## config.mk

```make
export PLATFORM = sky130hd
export DESIGN_NAME = usr_ctrl
export DESIGN_NICKNAME = d
export VERILOG_FILES = /design/src/rtl/usr_ctrl.sv
export SDC_FILE = /design/constraint.sdc
export NUM_CORES = 1
export LEC_CHECK = 0
export CORE_MARGIN = 1
export CORE_UTILIZATION = 40
export CTS_BUF_LIST = sky130_fd_sc_hd__clkbuf_16
export CTS_CLUSTER_DIAMETER = 80
export DETAILED_ROUTE_END_ITERATION = 12
export DONT_BUFFER_PORTS = 1
export GPL_ROUTABILITY_DRIVEN = 0
export PLACE_DENSITY = 0.53
export SYNTH_ARGS = -nofsm -noshare
export SYNTH_HDL_FRONTEND = slang
export SYNTH_SLANG_ARGS = --single-unit
```

## constraint.sdc

```tcl
create_clock -name Clk -period 2.3 [get_ports Clk]
set_input_delay 0.23 -clock Clk [delete_from_list [all_inputs] [get_ports Clk]]
set_output_delay 0.23 -clock Clk [all_outputs]
set_load 0.02 [all_outputs]
```

## src/rtl/usr_ctrl.sv

```systemverilog
// Command sequencer for a universal shift register: load, shift right/left, rotate right.
// Registered outputs, one cycle after acceptance. Define USR_CTRL_ROTATE_EN to make op=11 rotate right.
module usr_ctrl #(
   parameter int WIDTH = 4,
   parameter int CNT_W = 3
) (
   input  logic             Clk,
   input  logic             clr,
   input  logic             cmd_valid,
   output logic             cmd_ready,
   input  logic [1:0]       cmd_op,
   input  logic [CNT_W-1:0] cmd_cnt,
   input  logic [WIDTH-1:0] cmd_data,
   input  logic             cmd_sin,
   input  logic [WIDTH-1:0] usr_q,
   output logic [1:0]       usr_sel,
   output logic [WIDTH-1:0] usr_pin,
   output logic             usr_sr_in,
   output logic             usr_sl_in,
   output logic             busy,
   output logic             done
);

   typedef enum logic [1:0] {
      IDLE  = 2'b00,
      LOAD  = 2'b01,
      SHIFT = 2'b10,
      DONE  = 2'b11
   } state_t;

   localparam logic [CNT_W-1:0] WIDTH_C = CNT_W'(WIDTH);
   localparam logic [CNT_W-1:0] ONE_C   = CNT_W'(1);
   localparam int               MSB2    = (WIDTH > 1) ? WIDTH - 2 : 0;

   state_t             state_q, state_d;
   logic [CNT_W-1:0]   cnt_q, cnt_d;
   logic [1:0]         op_q, op_d;
   logic [WIDTH-1:0]   data_q, data_d;
   logic               sin_q, sin_d;

   logic [1:0]         sel_q, sel_d;
   logic [WIDTH-1:0]   pin_q, pin_d;
   logic               sr_q, sr_d;
   logic               sl_q, sl_d;
   logic               ready_q, ready_d;
   logic               busy_q, busy_d;
   logic               done_q, done_d;

   logic               accept;
   logic [CNT_W-1:0]   cnt_sat;
   logic               rot_bit;

   assign accept  = cmd_valid && ready_q;
   assign cnt_sat = (cmd_cnt > WIDTH_C) ? WIDTH_C : cmd_cnt;
   // MSB the register will hold after this edge: unchanged at acceptance, Q[W-2] mid-rotate.
   assign rot_bit = (state_q == SHIFT) ? usr_q[MSB2] : usr_q[WIDTH-1];

   always_ff @(posedge Clk) begin
      if (clr) begin
         state_q <= IDLE;
         cnt_q   <= '0;
         op_q    <= 2'b00;
         data_q  <= '0;
         sin_q   <= 1'b0;
         sel_q   <= 2'b00;
         pin_q   <= '0;
         sr_q    <= 1'b0;
         sl_q    <= 1'b0;
         ready_q <= 1'b1;
         busy_q  <= 1'b0;
         done_q  <= 1'b0;
      end else begin
         state_q <= state_d;
         cnt_q   <= cnt_d;
         op_q    <= op_d;
         data_q  <= data_d;
         sin_q   <= sin_d;
         sel_q   <= sel_d;
         pin_q   <= pin_d;
         sr_q    <= sr_d;
         sl_q    <= sl_d;
         ready_q <= ready_d;
         busy_q  <= busy_d;
         done_q  <= done_d;
      end
   end

   always_comb begin
      state_d = state_q;
      cnt_d   = cnt_q;
      op_d    = op_q;
      data_d  = data_q;
      sin_d   = sin_q;

      case (state_q)
         IDLE: begin
            if (accept) begin
               op_d   = cmd_op;
               data_d = cmd_data;
               sin_d  = cmd_sin;
               cnt_d  = cnt_sat;
               case (cmd_op)
                  2'b00: state_d = LOAD;
                  2'b11: begin
`ifdef USR_CTRL_ROTATE_EN
                     state_d = (cnt_sat != '0) ? SHIFT : DONE;
`else
                     state_d = DONE;
                     cnt_d   = '0;
`endif
                  end
                  default: state_d = (cnt_sat != '0) ? SHIFT : DONE;
               endcase
            end
         end
         LOAD:  state_d = DONE;
         SHIFT: begin
            if (cnt_q != '0) cnt_d = cnt_q - ONE_C;
            if (cnt_q <= ONE_C) state_d = DONE;
         end
         DONE:  state_d = IDLE;
         default: state_d = IDLE;
      endcase

      // Outputs are a function of the next state so they register in step with it.
      sel_d = 2'b00;
      pin_d = '0;
      sr_d  = 1'b0;
      sl_d  = 1'b0;
      case (state_d)
         LOAD: begin
            sel_d = 2'b11;
            pin_d = data_d;
         end
         SHIFT: begin
            case (op_d)
               2'b10: begin
                  sel_d = 2'b10;
                  sl_d  = sin_d;
               end
               2'b11: begin
                  sel_d = 2'b01;
                  sr_d  = rot_bit;
               end
               default: begin
                  sel_d = 2'b01;
                  sr_d  = sin_d;
               end
            endcase
         end
         default: ;
      endcase

      ready_d = (state_d == IDLE);
      busy_d  = (state_d != IDLE);
      done_d  = (state_d == DONE);
   end

   assign cmd_ready = ready_q;
   assign usr_sel   = sel_q;
   assign usr_pin   = pin_q;
   assign usr_sr_in = sr_q;
   assign usr_sl_in = sl_q;
   assign busy      = busy_q;
   assign done      = done_q;

endmodule

```

==> results summary, run 1 <==
The number of buffers inserted for hold repair after clock tree synthesis came out at 0. The floorplan die height is 57.1 um. The number of H-tree branching levels is 1. The final clock period utilization by the worst path came out at 92.2%. The cell count after synthesis is 130. The adder and majority gate portion of the synthesized area came out at 12.4%. The buffer cell driving the clock tree root is clkbuf_16. In this run the remaining antenna-violating nets after routing total 0. The fraction of layout instances using a drive strength above 1 is 11.3%. In this run, synthesis inferred 0 flip-flops with an integrated enable. The worst clock skew is 0.00480 ns. The count of standard-cell rows is 19.

The most critical setup path has its startpoint at state_q[0]$_SDFF_PP0_. Global routing used 15.5% of the available tracks. STA puts the critical path data required time at 2.45 ns.

Dividing the detail-routed via count by the number of cells gives 5.29. From left edge to right edge, the die measures 57.1 um. The clock slew at the register clock pins of the worst setup and hold paths came out at 0.06 ns. Yosys printed 0 warnings. The depth of the most critical reg-to-reg path is 9. The slack of the critical path is 0.179 ns.

The final wirelength came out at 2180 um. The async set-or-reset flop fraction in the synthesized netlist came out at 0%. The minimum period implied by the final worst setup slack is 2.12 ns.

The net count of the mapped netlist came out at 159. The clock passes through at most 2 buffers. The max-slew violation total from the final report is 0. TritonCTS built the clock tree. The synthesized netlist contains 38 unique library cells.

The area share of the leading cell type in the synthesized netlist came out at 37.9%. The share of the yosys chip area belonging to registers came out at 37.9%. The number of diodes added for antenna fixing came out at 0. The achievable clock frequency is 471 MHz.

The flow ran to the end, and the final reports show no timing, DRC or antenna violations. After the first detailed-routing iteration, the DRC count stood at 24. The detailed router placed 868 vias in this run. The maximum net fanout on the critical path came out at 7. The number of global-route vias before repair is 895. The pre-antenna-repair detailed-routing pass consisted of 4 iterations.

The global-route congestion overflow total came out at 0. For the pin with the worst max-slew slack, the measured transition is 0.357 ns. The global-route wire length before repair came out at 3770 um. For the final routed database, the setup TNS stands at 0 ns. The type of element launching the critical path is a flop. The area added between synthesis and finish is 10.1%. The xor-xnor portion of the synthesized cell area is 0.722%. Setup repair after global routing left no endpoint under its margin.

The number of max-cap violations is 0. The count of final hold-check violations came out at 0. The critical register-to-register path startpoint is state_q[0]$_SDFF_PP0_. The worst register-to-register path ends at usr_sel[0]$_SDFF_PP0_. The path class of the tightest hold or removal check is in -> reg. The standard cell core area came out at 2810 um^2. The worst setup path is captured at a flop. In this run the count of I/O pins placed on the die edge is 28. Following the worst setup path forward leads to its endpoint at usr_sel[0]$_SDFF_PP0_. The detailed-route DRC error count came out at 0. The complex-gate fraction of the synthesized area is 10.5%. The post-synthesis area per instance is 9.34 um^2. In this run the tightest slew margin relative to its limit is 76.1%. The worst endpoint data arrival time is 2.27 ns. The worst setup path is of the reg -> reg kind. Entering global routing, the biggest net connects 20 pins.

The area of the mapped netlist came out at 1210 um^2. The number of antenna violations at the first check in global routing came out at 0. The HPWL after detailed placement is 1590 um. The number of clock buffers inserted by TritonCTS came out at 3. The average wire per cell in the routed design is 13.3 um. The area of the die came out at 3260 um^2. The synthesized-area fraction occupied by and/or/nand/nor cells came out at 22.8%. The leakage dissipation is 0.597 nW. By area, the combinational part of the netlist is dominated by simple AND/OR/NAND/NOR gates. The multiplexer share of the synthesized area came out at 10.0%.

The post-placement worst setup slack came out at 0.124 ns. The power per standard cell area is 1450 nW/um^2. The maximum resistive drop on vdd came out at 0.635 mV. After filler insertion, the fill cell instance count of the layout stands at 285. CTS saw 23 sinks.

For this configuration, the core starts out at a cell density of 43.3%. The largest total area in the synthesized netlist belongs to dfxtp_1. The number of buffers inserted by port buffering came out at 0. The flop-to-flop setup slack came out at 0.18 ns.

In this run the most critical hold path is launched from clr. After synthesis, the cell types taking the most area are dfxtp_1 38%, ha_1 12%, mux2i_1 9.1%. In the synthesized netlist the dominant register cell turns out to be dfxtp_1. Setup violations remaining at the end of the flow were counted as 0.

The net count of the finished layout is 163. Clock latency on the worst-skew pair, taken at its later pin, is 0.26 ns. The register bit total from synthesis came out at 23.
timing repair:
item	4_1_cts	5_1_grt
resized for setup	0	3
setup endpoints to repair	0	2
hold endpoints to repair	0	0
setup buffers	0	0
cell usage after synthesis, types with 2 or more instances:
| library cell | n |
|---|---|
| nand3_1 | 2 |
| nor2_1 | 20 |
| nand2_1 | 4 |
| nor3b_1 | 3 |
| nand2b_1 | 3 |
| inv_1 | 10 |
| nor3_1 | 3 |
| ha_1 | 12 |
| or2_2 | 2 |
| o21ai_0 | 2 |
| buf_6 | 2 |
| mux2i_1 | 11 |
| a31oi_1 | 2 |
| or4b_1 | 2 |
| nor2b_1 | 6 |
| dfxtp_1 | 23 |
| o2bb2ai_1 | 2 |
cell usage in the layout, fill, tap and decap left out, types with 3 or more instances in the layout:
cell type	Yosys	routed
clkbuf_16	0	3
nand2_1	4	4
inv_1	10	11
nor2_1	20	19
nand2b_1	3	3
ha_1	12	12
dfxtp_1	23	23
buf_4	0	3
mux2i_1	11	11
nor2b_1	6	6
nor3_1	3	3
metrics by stage:
step	hold slack [ns]	util, %	power (mW)	std cells	cell area (um^2)
CTS	0.0287	47.1	1.92	164	1320
detailed placement	0.303	44.3	1.54	160	1240
global route	0.0274	47.6	2.11	164	1340
floorplan	0.374	-	1.38	130	1210
finish	0.0314	47.6	1.94	164	1340
global placement	0.303	44.3	1.53	160	1240
final cells by class:
cell class	instances	area [um^2]	share of cell area, %
multi-input combinational	93	698	52.2
timing repair buffer	3	22.5	1.69
clock inverter	1	3.75	0.281
inverter	10	37.5	2.81
tap	31	38.8	2.90
sequential	23	460	34.5
clock buffer	3	75.1	5.62
sequential cells by signal, summed over array words and instances (netlist names):
register   cells
data_q         4
usr_pin        4
cnt_q          3
op_q           2
state_q        2
usr_sel        2
busy           1
cmd_ready      1
done           1
sin_q          1
usr_sl_in      1
usr_sr_in      1
how the worst min path moves through the flow:
stage | endpoint | slack, ns | depth (start not counted)
2_1_floorplan | op_q[0]$_SDFF_PP0_ | 0.37 | 2
3_3_place_gp | cnt_q[2]$_SDFFE_PP0P_ | 0.30 | 1
3_5_place_dp | cnt_q[2]$_SDFFE_PP0P_ | 0.30 | 1
4_1_cts | cnt_q[2]$_SDFFE_PP0P_ | 0.03 | 1
5_1_grt | cnt_q[2]$_SDFFE_PP0P_ | 0.03 | 1
6_report | cnt_q[2]$_SDFFE_PP0P_ | 0.03 | 1
routing by layer:
| layer | GRT usage [%] | share of wire (%) | vias to the layer above |
|---|---|---|---|
| met4 | 9.76 | 2.6 | 0 |
| li1 | - | - | 447 |
| met3 | 5.90 | 6.1 | 5 |
| met5 | 0 | 0 | - |
| met1 | 17.3 | 46 | 397 |
| met2 | 24.9 | 46 | 19 |
critical path, cell delays in order, from the launching register on:
cell and delay (ns):
dfxtp_1 0.37, inv_1 0.08, ha_1 0.27, a211o_2 0.29
a31oi_2 0.20, nor3_1 0.11, ha_1 0.29, nor2_2 0.05
and2_1 0.14, a22o_1 0.19
report_power, final:
| group | switching (mW) | internal [mW] |
|---|---|---|
| logic | 0.502 | 0.426 |
| registers | 0.123 | 0.511 |
| clock network | 0.143 | 0.232 |
| total | 0.768 | 1.17 |
kinds of logic after synthesis:
family	after synthesis
xor+xnor	1
flops	23
simple gates	52
buf+inv	14
compound gates	16
fa+ha+maj	12
mux	12
Power figures use the tool's default switching activity.
==> run 2: changes to the inputs <==
--- a/config.mk
+++ b/config.mk
@@ -12,6 +12,7 @@
 export DETAILED_ROUTE_END_ITERATION = 12
 export DONT_BUFFER_PORTS = 1
 export GPL_ROUTABILITY_DRIVEN = 0
+export HOLD_SLACK_MARGIN = 0.02
 export PLACE_DENSITY = 0.53
 export SYNTH_ARGS = -nofsm -noshare
 export SYNTH_HDL_FRONTEND = slang
==> constraint.sdc (replaced) <==
create_clock -name Clk -period 2.5 [get_ports Clk]
set_input_delay 0.25 -clock Clk [delete_from_list [all_inputs] [get_ports Clk]]
set_output_delay 0.25 -clock Clk [all_outputs]
set_load 0.02 [all_outputs]
==> run 2 against run 1 <==
Largest cell class unchanged; largest power group unchanged; clock-buffer cell count unchanged; clock power down 6.9%; critical path type unchanged; via count down 1.4%; combinational power down 12%; fmax down 2.1%; critical endpoint unchanged.
==> results summary, run 2 (synthesis gave the netlist of run 1 again) <==
The fraction of layout instances using a drive strength above 1 is 9.85%. Adding up every negative setup slack in the final design gives 0 ns. The count of standard-cell rows came out at 19. The global-route congestion overflow total is 0. For this run, the slowest stage of the critical path takes 0.37 ns. The worst register-to-register path begins at state_q[0]$_SDFF_PP0_. The number of H-tree branching levels came out at 1.

The worst path required time is 2.70 ns. The leakage dissipation came out at 0.589 nW. The count of final hold-check violations came to 0. Walking the worst path, the cells encountered are inv_1 -> ha_1 -> a211o_2 -> a31oi_2 -> nor3_1 -> ha_1 -> nor2_1 -> and2_1 -> a22o_1. The number of cells upsized or downsized after cts came out at 0. On the final layout, the worst hold slack is 0.0550 ns. The largest net degree at the start of global routing is 20. The post-detailed-route via-to-cell ratio came out at 5.25. 28 I/O pins were placed. Clock tree synthesis found a total of 23 sinks. On the critical path, the stage with the largest delay is an instance of dfxtp_1. The first routing iteration left 26 violations. The most numerous cell type found on the critical path is ha_1.

In the final layout, flip-flops and latches occupy 460 um^2. In this run the power density over the cells is 1330 nW/um^2. The length of the first detailed-routing pass in iterations is 4. The minimum period implied by the final worst setup slack is 2.17 ns. The worst-margin pin slew is 0.428 ns. The aggregate global-route resource usage came out at 15.6%. The initial standard-cell utilization of the core came out at 43.3%. The critical path is of the reg -> reg type. The library cell used most frequently in the layout, excluding fill and tap cells, is dfxtp_1. The standard cell core area is 2810 um^2. The design draws 1.75 mW. The number of max-cap violations is 0.

For hold timing, the worst endpoint is data_q[3]$_SDFF_PP0_. The worst clock skew came out at 0.00121 ns. The number of diodes added for antenna fixing is 0. The final clock period utilization by the worst path came out at 86.7%. The maximum resistive drop on vdd came out at 0.519 mV. Setup repair after global routing left no endpoint under its margin. The detailed-route DRC error count is 0.

The final layout contains 162 nets. The first global-routing pass estimated 3830 um of wire. The HPWL after detailed placement came out at 1580 um. The depth of the most critical reg-to-reg path is 9. The number of cells on the worst hold path came out at 1. The area of the die is 3260 um^2. Detailed routing inserted a total of 856 vias. The clock slew at the register clock pins of the worst setup and hold paths is 0.06 ns. The die is 57.1 um wide. Leaving out fill and tap cells, the most frequent cells in the layout are 23 x dfxtp_1, 20 x nor2_1, 12 x ha_1. The final wirelength is 2170 um. The number of clock buffers inserted by TritonCTS is 3. The floorplan die height is 57.1 um. The flow ran to the end, and the final reports show no timing, DRC or antenna violations.

The number of nets still failing antenna checks after routing came out at 0. The max-slew violation total from the final report is 0. The class of the most critical hold timing path is in -> reg. In this run, post-CTS hold repair placed 0 buffers.

The final-layout fill cell count is 282. The number of antenna violations at the first check in global routing is 0. The number of buffers inserted by port buffering came out at 0.

The CTS tree is done. The worst endpoint data arrival time is 2.37 ns. The area added between synthesis and finish is 8.97%. Clock tree synthesis selected as its root buffer the cell clkbuf_16. Once the clock tree was built, the setup fixing pass inserted 0 buffers. The average wire per cell in the routed design came out at 13.3 um. The clock network latency to the later pin of the worst-skew pair is 0.26 ns. STA classifies the critical path endpoint as a flop. The number of buffers between clock root and the deepest sink came out at 2. The endpoint identified for the worst register-to-register timing path is usr_sel[0]$_SDFF_PP0_.

The type of element launching the critical path is a flop. The achievable clock frequency is 461 MHz. The worst min-delay path startpoint is clr.

The number of global-route vias before repair is 906. The maximum net fanout on the critical path came out at 9. The total area of multi-input combinational cells came out at 691 um^2. Across all register-to-register paths, the minimum setup slack is 0.33 ns. The setup violation total in the final timing report is 0.

The tightest slew margin relative to the limit is 71.3%.
run 2: cell count changes in the layout (fill, tap and decap cells not counted):
cell / delta
buf_4: -1
nor2_1: +1
nor3b_1: +1
nor3b_2: -1
inv_1: -1
clkinv_2: +1
nor2_2: -1
run 2: power breakdown:
part	internal, mW	leakage, nW	switching, mW
Sequential	0.470	0.188	0.114
Clock	0.215	0.0409	0.133
Combinational	0.368	0.360	0.452
Total	1.05	0.589	0.699
run 2: per-layer routing:
metal	share of wire, %	wire length (um)	track usage (%)
met3	5.4	116	4.54
met4	2.6	56	9.76
met5	0	0	0
met1	47	1010	18.2
met2	45	986	25.0
run 2: area by class of cell:
| class | instances | share of cell area (%) |
|---|---|---|
| Timing Repair Buffer | 2 | 1.14 |
| Sequential cell | 23 | 34.8 |
| Inverter | 10 | 2.84 |
| Clock inverter | 1 | 0.378 |
| Tap cell | 31 | 2.93 |
| Clock buffer | 3 | 5.68 |
| Multi-Input combinational cell | 93 | 52.2 |
run 2: through the flow:
stage / area (um^2) / setup WS, ns / instances / util (%)
final: 1320 / 0.332 / 163 / 47.1
after floorplan: 1210 / 0.483 / 130 / -
after CTS: 1320 / 0.258 / 163 / 46.9
after global routing: 1320 / 0.0361 / 163 / 47.1
after global placement: 1240 / 0.356 / 159 / 44.1
after detailed placement: 1240 / 0.276 / 159 / 44.1
run 2: worst max path at each step:
stage / endpoint / start / slack [ns]
floorplan: usr_sel[0]$_SDFF_PP0_ / state_q[0]$_SDFF_PP0_ / 0.48
global placement: usr_sel[0]$_SDFF_PP0_ / state_q[0]$_SDFF_PP0_ / 0.36
detailed placement: usr_sel[0]$_SDFF_PP0_ / state_q[0]$_SDFF_PP0_ / 0.28
CTS: usr_sel[0]$_SDFF_PP0_ / state_q[0]$_SDFF_PP0_ / 0.26
global route: usr_sel[1]$_SDFF_PP0_ / state_q[0]$_SDFF_PP0_ / 0.04
finish: usr_sel[0]$_SDFF_PP0_ / state_q[0]$_SDFF_PP0_ / 0.33
run 2: worst max-delay path, delay by kind of cell, from the launching register on:
kind | cells | cell delay [ns]
adder cells (fa/ha/maj) | 2 | 0.58
buffers and inverters | 1 | 0.08
flip-flops | 1 | 0.37
AND/OR/NAND/NOR | 3 | 0.46
AO/OA/AOI/OAI | 3 | 0.61
==> run 3: changes to the inputs <==
--- a/config.mk
+++ b/config.mk
@@ -6,14 +6,14 @@
 export NUM_CORES = 1
 export LEC_CHECK = 0
 export CORE_MARGIN = 1
-export CORE_UTILIZATION = 40
+export CORE_UTILIZATION = 38
 export CTS_BUF_LIST = sky130_fd_sc_hd__clkbuf_16
 export CTS_CLUSTER_DIAMETER = 80
 export DETAILED_ROUTE_END_ITERATION = 12
 export DONT_BUFFER_PORTS = 1
 export GPL_ROUTABILITY_DRIVEN = 0
 export HOLD_SLACK_MARGIN = 0.02
-export PLACE_DENSITY = 0.53
+export PLACE_DENSITY = 0.51
 export SYNTH_ARGS = -nofsm -noshare
 export SYNTH_HDL_FRONTEND = slang
 export SYNTH_SLANG_ARGS = --single-unit
==> constraint.sdc (replaced) <==
create_clock -name Clk -period 2.7 [get_ports Clk]
set_input_delay 0.27 -clock Clk [delete_from_list [all_inputs] [get_ports Clk]]
set_output_delay 0.27 -clock Clk [all_outputs]
set_load 0.02 [all_outputs]
==> run 3 against run 2 <==
Total power fell by 9.0%; critical path depth did not move; die area rose by 5.1%; non-clock buffer count fell by 1; largest power group unchanged; critical path type unchanged.
==> results summary, run 3 (synthesis gave the netlist of run 1 again) <==
The final wirelength came out at 2140 um. Among the stages of the critical path, the cell type that occurs most often is ha_1. The flow ran to the end, and the final reports show no timing, DRC or antenna violations.

The cell count after placement came out at 171. The critical path is of the reg -> reg type. In the routed design, unresolved DRC markers number 0.

After clock tree synthesis, the setup repair step added 0 buffers. The worst-margin pin slew came out at 0.398 ns. The number of antenna violations at the first check in global routing is 0.

The length of the first detailed-routing pass in iterations is 4. The final-layout fill cell count came out at 318. The global-route wire length before repair came out at 3500 um. The floorplan die height is 58.5 um. TritonCTS built the clock tree. The routed wire length on met2 came out at 1000 um. Derived from the worst setup path, the maximum achievable clock frequency is 426 MHz.

In the routed layout, each cell is associated on average with a via count of 4.81. Entering global routing, the biggest net connects 20 pins. The final clock period utilization by the worst path is 87.0%. The area of the die came out at 3420 um^2. The horizontal die dimension is 58.5 um. The count of cells in the finished layout, fillers not included, comes to 175. The power per standard cell area came out at 1200 nW/um^2.

Among all stages on the critical path, the largest delay is contributed by dfxtp_1. The top cell types in the final layout, fill and taps aside, are 23 x dfxtp_1, 20 x nor2_1, 12 x ha_1. In the final design database the tool counted 161 nets. The wire length the detailed router placed on met1 came out at 1040 um.

Detailed routing placed a total of 77 um of wire on met3. Dividing the detail-routed wire length by the instance count gives 12.2 um. In this run the tool buffered the top-level ports with 0 buffer cells. The number of max-cap violations came out at 0. The critical path goes through inv_1 -> ha_1 -> a211o_2 -> a31oi_1 -> nor3_1 -> ha_1 -> nor2_1 -> and2_1 -> a22o_1. The worst hold path belongs to the class in -> reg. The number of global-route vias before repair came to 796. Setup repair after global routing left no endpoint under its margin. The number of sinks driven by the clock tree came out at 23. The total area of multi-input combinational cells is 684 um^2. At the worst endpoint, the required time is 2.90 ns. The number of clock buffers inserted by TritonCTS is 3. The worst setup path is captured at a flop. The total overflow left after global routing is 0. The detailed-route via count is 841. In this run the deepest clock path goes through 2 buffers. VDD sags by at most 0.395 mV. The fraction of layout instances using a drive strength above 1 came out at 8.40%.

The minimum period implied by the final worst setup slack came out at 2.35 ns. The clock slew at the register clock pins of the worst setup and hold paths came out at 0.06 ns. The HPWL after detailed placement came out at 1570 um. For the final database, setup skew stands at 0.00532 ns. For the worst setup path, the data arrival time is 2.55 ns. The number of buffers inserted for hold repair after clock tree synthesis is 0. The area added between synthesis and finish came out at 9.18%. The setup violation total in the final timing report is 0. The top metal layer carrying routed signals is met4. The count of boundary I/O pins is 28. The tightest slew margin relative to the limit is 73.3%.

Leaving out fill and tap cells, the most frequent cell in the layout is dfxtp_1. The maximum cell stage delay along the critical path is 0.37 ns. The type of element launching the critical path is a flop.

The count of standard-cell rows is 20. The number of nets still failing antenna checks after routing is 0. The number of diodes added for antenna fixing came out at 0. For the worst-skew pair, the clock arrives at the later sink with an insertion delay of 0.25 ns.

The number of cells upsized or downsized after cts came out at 0. CTS built an H-tree with a depth of 1. The maximum net fanout on the critical path is 12.

The final-layout setup total negative slack came out at 0 ns. The kind of cell with the highest combined delay along the critical path is compound AO/OA/AOI/OAI gates. The final worst hold slack came out at 0.0756 ns. The leakage dissipation came out at 0.584 nW. In this run the standard cell core region covers 3050 um^2.

The count of final hold-check violations came to 0. The buffer cell driving the clock tree root is clkbuf_16. Global routing used 13.8% of the available tracks. The number of buffers and inverters on the critical path is 1.

The sequential cells in the finished layout cover a total of 460 um^2. The final core utilization is 43.4%. The max-slew violation total from the final report came out at 0. Once the floorplan was initialized, standard cells occupied 39.8% of the core. The iteration-0 DRC count of the detailed router is 19.
## run 3: cell type report
| type | count | area share, % |
|---|---|---|
| Multi-Input combinational cell | 93 | 51.7 |
| Sequential cell | 23 | 34.7 |
| Clock buffer | 3 | 5.67 |
| Tap cell | 44 | 4.15 |
| Inverter | 10 | 2.83 |
| Timing Repair Buffer | 1 | 0.567 |
| Clock inverter | 1 | 0.378 |
## run 3: per-stage QoR
| stage | instance area, um^2 | power [mW] | worst slack, ns |
|---|---|---|---|
| after CTS | 1330 | 1.61 | 0.380 |
| final | 1330 | 1.59 | 0.350 |
| after global placement | 1240 | 1.28 | 0.433 |
| after floorplan | 1210 | 1.17 | 0.683 |
| after global routing | 1330 | 1.73 | 0.213 |
| after detailed placement | 1240 | 1.29 | 0.402 |
## run 3: final timing paths
kind                    startpoint                    end  slack (ns)  cells after the start
max          state_q[0]$_SDFF_PP0_  usr_sel[0]$_SDFF_PP0_        0.35                      9
min                            clr  cnt_q[2]$_SDFFE_PP0P_        0.08                      1
max reg2reg  state_q[0]$_SDFF_PP0_  usr_sel[0]$_SDFF_PP0_        0.35                      9
min reg2reg   data_q[1]$_SDFF_PP0_  usr_pin[1]$_SDFF_PP0_        0.49                      2
## run 3: per-layer routing
layer / track usage, % / up-vias
li1: - / 449
met3: 2.42 / 2
met1: 18.4 / 376
met5: 0 / -
met4: 7.14 / 0
met2: 21.5 / 14
## run 3: report_power, final
part           internal [mW]  switching (mW)
combinational          0.327           0.408
clock                  0.199           0.119
sequential             0.435           0.105
